<file path="config.mk">
export PLATFORM = sky130hd
export DESIGN_NAME = pc_fetch_stage
export DESIGN_NICKNAME = d
export VERILOG_FILES = /design/src/rtl/pc_fetch_stage_pkg.sv /design/src/rtl/pc_fetch_stage_sat_counter.sv /design/src/rtl/pc_fetch_stage.sv
export SDC_FILE = /design/constraint.sdc
export NUM_CORES = 1
export LEC_CHECK = 0
export CAP_MARGIN = 20
export CORE_ASPECT_RATIO = 0.8
export CORE_UTILIZATION = 45
export DETAILED_ROUTE_END_ITERATION = 8
export PLACE_DENSITY = 0.87
export REMOVE_ABC_BUFFERS = 1
export SETUP_SLACK_MARGIN = 0.02
export SLEW_MARGIN = 20
export SYNTH_ARGS = -nofsm -noshare
export SYNTH_HDL_FRONTEND = slang
export SYNTH_SLANG_ARGS = --single-unit
</file>
<file path="constraint.sdc">
create_clock -name clk -period 3.9 [get_ports clk]
set_clock_uncertainty 0.15 [all_clocks]
set_input_delay 0.39 -clock clk [delete_from_list [all_inputs] [get_ports clk]]
set_output_delay 0.39 -clock clk [all_outputs]
set_load 0.02 [all_outputs]
</file>
<file path="src/rtl/pc_fetch_stage_pkg.sv">
// Shared types and defaults for the PC/fetch stage.
package pc_fetch_stage_pkg;

  typedef enum logic [1:0] {
    ST_FETCH = 2'd0,
    ST_HOLD  = 2'd1,
    ST_STOP  = 2'd2
  } fetch_state_e;

  localparam logic [3:0]  HLT_OPCODE_DEF = 4'hF;
  localparam logic [15:0] RESET_PC_DEF   = 16'h0000;

  function automatic logic is_hlt(input logic [3:0] opcode, input logic [3:0] hlt_op);
    return (opcode == hlt_op);
  endfunction

endpackage

</file>
<file path="src/rtl/pc_fetch_stage_sat_counter.sv">
// Saturating up-counter; cleared only by the asynchronous reset.
module sat_counter #(
  parameter int W = 16
) (
  input  logic         clk,
  input  logic         rst_n,
  input  logic         inc,
  output logic [W-1:0] cnt
);

  logic [W-1:0] cnt_q;
  logic [W-1:0] cnt_d;

  always_comb begin
    cnt_d = cnt_q;
    if (inc && (cnt_q != {W{1'b1}})) begin
      cnt_d = cnt_q + {{(W-1){1'b0}}, 1'b1};
    end
  end

  always_ff @(posedge clk or negedge rst_n) begin
    if (!rst_n) begin
      cnt_q <= '0;
    end else begin
      cnt_q <= cnt_d;
    end
  end

  assign cnt = cnt_q;

endmodule

</file>
<file path="src/rtl/pc_fetch_stage.sv">
// Architectural PC holder and instruction fetch with req/ack memory handshake.
//
//  state | meaning
//  FETCH | request imem at pc_cur until ack, then capture instruction
//  HOLD  | instruction presented to decode; wait for retire (instr_ready)
//  STOP  | HLT retired or misaligned next PC; frozen until reset
module pc_fetch_stage
  import pc_fetch_stage_pkg::*;
#(
  parameter int                ADDR_W     = 16,
  parameter int                INSTR_W    = 16,
  parameter logic [ADDR_W-1:0] RESET_PC   = RESET_PC_DEF[ADDR_W-1:0],
  parameter logic [3:0]        HLT_OPCODE = HLT_OPCODE_DEF,
  parameter int                STALL_W    = 16
) (
  input  logic               clk,
  input  logic               rst_n,
  input  logic [ADDR_W-1:0]  pc_next,
  input  logic               instr_ready,
  input  logic               imem_ack,
  input  logic [INSTR_W-1:0] imem_rdata,
  output logic               imem_req,
  output logic [ADDR_W-1:0]  imem_addr,
  output logic [ADDR_W-1:0]  pc_cur,
  output logic [INSTR_W-1:0] instr,
  output logic               instr_valid,
  output logic               halted,
  output logic               align_err,
  output logic [STALL_W-1:0] stall_cnt
);

  fetch_state_e       state_q, state_d;
  logic [ADDR_W-1:0]  pc_q, pc_d;
  logic [INSTR_W-1:0] instr_q, instr_d;
  logic               valid_q, valid_d;
  logic               halted_q, halted_d;
  logic               align_q, align_d;
  logic               run_q;
  logic               req;
  logic               stall_inc;
  logic               hlt_hit;

  // run_q holds off the first request until the first edge after reset release.
  assign req       = run_q && (state_q == ST_FETCH);
  assign stall_inc = req && !imem_ack;
  assign hlt_hit   = is_hlt(instr_q[INSTR_W-1 -: 4], HLT_OPCODE);

  always_comb begin
    state_d  = state_q;
    pc_d     = pc_q;
    instr_d  = instr_q;
    valid_d  = valid_q;
    halted_d = halted_q;
    align_d  = align_q;
    case (state_q)
      ST_FETCH: begin
        if (req && imem_ack) begin
          instr_d = imem_rdata;
          valid_d = 1'b1;
          state_d = ST_HOLD;
        end
      end
      ST_HOLD: begin
        if (instr_ready) begin
          valid_d = 1'b0;
          if (hlt_hit) begin
            halted_d = 1'b1;
            state_d  = ST_STOP;
          end else if (pc_next[0]) begin
            align_d = 1'b1;
            state_d = ST_STOP;
          end else begin
            pc_d    = pc_next;
            state_d = ST_FETCH;
          end
        end
      end
      ST_STOP: begin
        state_d = ST_STOP;
      end
      default: begin
        state_d = ST_STOP;
      end
    endcase
  end

  always_ff @(posedge clk or negedge rst_n) begin
    if (!rst_n) begin
      state_q  <= ST_FETCH;
      pc_q     <= RESET_PC;
      instr_q  <= '0;
      valid_q  <= 1'b0;
      halted_q <= 1'b0;
      align_q  <= 1'b0;
      run_q    <= 1'b0;
    end else begin
      state_q  <= state_d;
      pc_q     <= pc_d;
      instr_q  <= instr_d;
      valid_q  <= valid_d;
      halted_q <= halted_d;
      align_q  <= align_d;
      run_q    <= 1'b1;
    end
  end

  sat_counter #(
    .W (STALL_W)
  ) u_stall_cnt (
    .clk   (clk),
    .rst_n (rst_n),
    .inc   (stall_inc),
    .cnt   (stall_cnt)
  );

  assign imem_req    = req;
  assign imem_addr   = pc_q;
  assign pc_cur      = pc_q;
  assign instr       = instr_q;
  assign instr_valid = valid_q;
  assign halted      = halted_q;
  assign align_err   = align_q;

endmodule
</file>
==> results by stage <==
Status:
- The run finished with clean final reports.

Yosys:
- The proportion of synthesized flip-flops having asynchronous set or reset is 100.0%.
- Sorting the synthesized cells by how often they occur yields sky130_fd_sc_hd__dfrtp_1, sky130_fd_sc_hd__mux2_2, sky130_fd_sc_hd__buf_4.
- The most common flop cell mapped by yosys is sky130_fd_sc_hd__dfrtp_1.
- In this run, distinct cell masters in the synthesized netlist total 35.
- The cell area after synthesis is between 0.002 and 0.0025 sq mm.
- The warning count from the yosys run is 0.
- The sequential share of the synthesized area is between 50% and 60%.
- The number of instances in the synthesized netlist is between 150 and 200.
- The mean cell area of the mapped netlist is 13.52 sq um.
- By instance count, the leading cell after synthesis is sky130_fd_sc_hd__dfrtp_1.
- The post-synthesis sequential element count is 53.
- After synthesis, the cell types taking the most area are sky130_fd_sc_hd__dfrtp_1, sky130_fd_sc_hd__mux2_2, sky130_fd_sc_hd__mux2_4.
- The fraction of post-synthesis cell area in the top cell type by area is between 50% and 60%.
- The leading area contributor after synthesis is sky130_fd_sc_hd__dfrtp_1.
- In this run, synthesis inferred 0 flip-flops with an integrated enable.

Floorplanning:
- Measured along the y axis, the die boundary spans about 67 microns.
- The starting density of the core is a little under half.
- Row generation in the floorplan step produced 23 rows.
- The die covers roughly 0.0056 sq mm.
- The core footprint is slightly above 0.005 sq mm.
- 104 I/O pins were placed.
- The die outline width is 83.52 microns.

Worst setup path:
- Along the worst path, the maximum fanout reaches 5.
- The startpoint of the lowest-slack register-to-register path is u_stall_cnt.cnt[0].
- For flop-to-flop paths, the worst setup slack is around 1800 ps.
- The required time at the worst-slack endpoint is 3360 ps.
- The worst register-to-register path has a depth of 6.
- The kind of critical path is flip-flop to output port.
- STA puts the critical path data arrival time at 1680 ps.
- The type of destination of the critical path is an output port.
- The worst register-to-register path ends at u_stall_cnt.cnt[9].
- STA classifies the critical path startpoint as a flip-flop.

Routing:
- In the detailed route, the total length drawn on met3 is ~330 microns.
- The first detailed-routing pass took 4 iterations.
- The detailed-route via count is 1605.
- The average routed wire per standard cell is between 10 and 15 microns.
- The detailed router's first-iteration violation count is 72.
- The DRC violation count after routing is 0.
- The uppermost signal routing layer after detailed routing is met4.
- The detailed route wirelength on metal2 is roughly 2100 microns.
- The total routed wire length on the met1 layer is a little over 2000 microns.
- After detailed routing, the total wire length is around 4500 microns.
- The number of nets still failing antenna checks after routing is 0.
- In the routed layout, each cell is associated on average with a via count of 4.878.

CTS:
- The number of sinks on the clock net is 53.
- The total of cells resized after clock tree synthesis is 0.
- The number of buffers inserted to repair setup after CTS is 0.
- The master cell of the clock root buffer is sky130_fd_sc_hd__clkbuf_8.
- The clock latency reported for the late side of the worst-skew pair is ~310 ps.
- The number of clock buffers added by TritonCTS is 5.
- TritonCTS built the clock tree.
- The maximum root-to-sink buffer count is 2.
- The H-tree generated during clock tree synthesis spans 2 levels.
- After clock tree synthesis, the clock-pin slew on the worst setup and hold paths is 100 ps.
- In this run, post-CTS hold repair placed 0 buffers.

Power and ir drop:
- The net switching share of the total power is a little over a third.
- The sequential cell fraction of total power is 36.2%.
- The internal portion of the total power is 1.613 mW.
- The power per cell area is 719.5 mW/mm^2.
- The net load switching power is around 0.86 mW.
- IR analysis of the VDD net gives a maximum drop of ~0.00047 V.
- The standby leakage power is 1.542 nW.
- The part of the total power dissipated in the clock network is between 10% and 20%.
- The design draws around 2.5 mW.
- The part of the total power dissipated in combinational logic is approximately 48%.

Timing:
- The accumulated negative setup slack is 0 ps.
- For the finished layout, the period the worst path requires is ~2200 ps.
- The number of slew-limit violations in the final report came to 0.
- The total setup violations reported at the end of the flow is 0.
- Setup repair after global routing left no endpoint under its margin.
- The highest attainable clock frequency is about 450 MHz.
- The relative slew slack is between 40% and 50%.
- The post-route clock period utilization is a little under three fifths.
- For the pin with the worst max-slew slack, the measured transition is between 800 and 900 ps.
- The count of endpoints failing hold in the final timing report is 0.

Place:
- The post-DP HPWL is 3337 microns.
- The final RePlAce weighted congestion is between 0.7 and 0.8.
- The number of buffer cells added on primary ports is ~100.

Global routing:
- The wire length of the first global-routing pass is approximately 7300 microns.
- The initial antenna violation count is 0.
- The via count of the first global-routing pass is about 1500.
- After global routing the overflow that remains totals 0.
- The aggregate global-route resource usage is around 17%.
- Entering global routing, the biggest net connects 54 pins.

Final layout:
- Cells with a size suffix above 1 make up about 20% of the layout.
- The count of nets after finishing is a little over 300.
- The area taken by flip-flops and latches is 0.001326 sq mm.
- The fill cell instance count of the final layout is between 400 and 500.
- The antenna diode count is 0.
- The synthesis-to-layout area growth is 43.41%.
- The footprint of the multi-input gates is 882.1 sq um.

Flow run:
- The total of max-cap violations is 0.

Min path:
- The class of the worst hold path is input pin to asynchronous set/reset pin.
registers in the layout (all words and copies together) (netlist names):
register         count
instr               16
u_stall_cnt.cnt     16
imem_addr           15
state_q              2
align_err            1
halted               1
instr_valid          1
run_q                1
metal layers:
metal	GRT usage, %	vias up
met5	0	-
met4	7.627	0
li1	-	766
met1	22.17	769
met3	5.868	7
met2	26.54	63
worst max-delay path: stages (launching register included):
cell and delay, ps:
sky130_fd_sc_hd__dfrtp_1 450, sky130_fd_sc_hd__nor3b_1 270, sky130_fd_sc_hd__clkdlybuf4s50_1 660
stage by stage:
step | worst slack [ps] | utilization, % | instance area (sq um) | hold WS [ps] | cells
global route | 1553 | 67.74 | 3431 | 86.05 | 329
floorplan | 1480 | - | 2216 | -55.59 | 156
CTS | 1652 | 67.74 | 3431 | 56.74 | 329
global placement | 1584 | 65.44 | 3314 | 297.4 | 321
finish | 1680 | 67.74 | 3431 | 37.86 | 329
detailed placement | 1511 | 65.44 | 3314 | 309.6 | 321
kinds of logic after synthesis:
logic type | Yosys count | synth area share, %
buffers and inverters | 24 | 7.845
AOI/OAI and AO/OA | 5 | 2.040
other | 2 | 0.3139
adders and majority gates | 1 | 0.5229
muxes | 33 | 17.10
DFF | 53 | 55.44
and+or+nand+nor | 45 | 11.61
xor gates and xnor gates | 14 | 5.126
cells in the final DEF, fill, tap and decap left out:
cell                                n
sky130_fd_sc_hd__clkdlybuf4s50_1  100
sky130_fd_sc_hd__a31o_2             1
sky130_fd_sc_hd__buf_2              1
sky130_fd_sc_hd__mux2_2            23
sky130_fd_sc_hd__nor2_1             7
sky130_fd_sc_hd__nor4_4             1
sky130_fd_sc_hd__nand2b_1           1
sky130_fd_sc_hd__nand3_1            6
sky130_fd_sc_hd__o21bai_1           1
sky130_fd_sc_hd__xnor2_1            1
sky130_fd_sc_hd__bufinv_16          1
sky130_fd_sc_hd__and2_1             1
sky130_fd_sc_hd__dfrtp_1           53
sky130_fd_sc_hd__nor3b_1            2
sky130_fd_sc_hd__or2_2              1
sky130_fd_sc_hd__nand4_1            4
sky130_fd_sc_hd__conb_1             3
sky130_fd_sc_hd__and2b_2            1
sky130_fd_sc_hd__a21o_1             1
sky130_fd_sc_hd__or2_1              1
sky130_fd_sc_hd__mux2_4            10
sky130_fd_sc_hd__and3_2             2
sky130_fd_sc_hd__nor2b_1            1
sky130_fd_sc_hd__buf_4              2
sky130_fd_sc_hd__xor2_1            13
sky130_fd_sc_hd__nor4b_4            1
sky130_fd_sc_hd__nor4_1             2
sky130_fd_sc_hd__and4_1             1
sky130_fd_sc_hd__clkbuf_1           1
sky130_fd_sc_hd__nand2_1            7
sky130_fd_sc_hd__and3_1             1
sky130_fd_sc_hd__a21o_2             1
sky130_fd_sc_hd__nand3b_1           1
sky130_fd_sc_hd__o41ai_2            1
sky130_fd_sc_hd__nor3_1             4
sky130_fd_sc_hd__clkbuf_8           6
sky130_fd_sc_hd__inv_1              2
sky130_fd_sc_hd__ha_1               1
power by group through the flow:
stage,registers (mW),clock network (mW),logic (mW)
final,0.893,0.385,1.19
after global routing,0.925,0.421,1.26
after CTS,0.898,0.398,1.20
after detailed placement,0.907,0,1.20
after global placement,0.899,0,1.18
after floorplan,1.22,0,0.253
how the worst max path moves through the flow:
stage	end	depth (start not counted)	startpoint
2_1_floorplan	u_stall_cnt.cnt[3]	5	u_stall_cnt.cnt[0]
3_3_place_gp	imem_addr[15]	4	instr_ready
3_5_place_dp	imem_addr[2]	4	instr_ready
4_1_cts	imem_req	2	state_q[1]
5_1_grt	u_stall_cnt.cnt[9]	6	u_stall_cnt.cnt[0]
6_report	imem_req	2	state_q[1]
cell type report:
class / count / share of cell area (%)
clock buffers: 7 / 2.516
clock inverters: 1 / 0.8753
inverters: 2 / 0.2188
multi-input cells: 101 / 25.71
flip-flops and latches: 53 / 38.66
well taps: 62 / 2.261
repair buffers: 103 / 29.76
No activity file was read; power rests on OpenSTA's default activity.
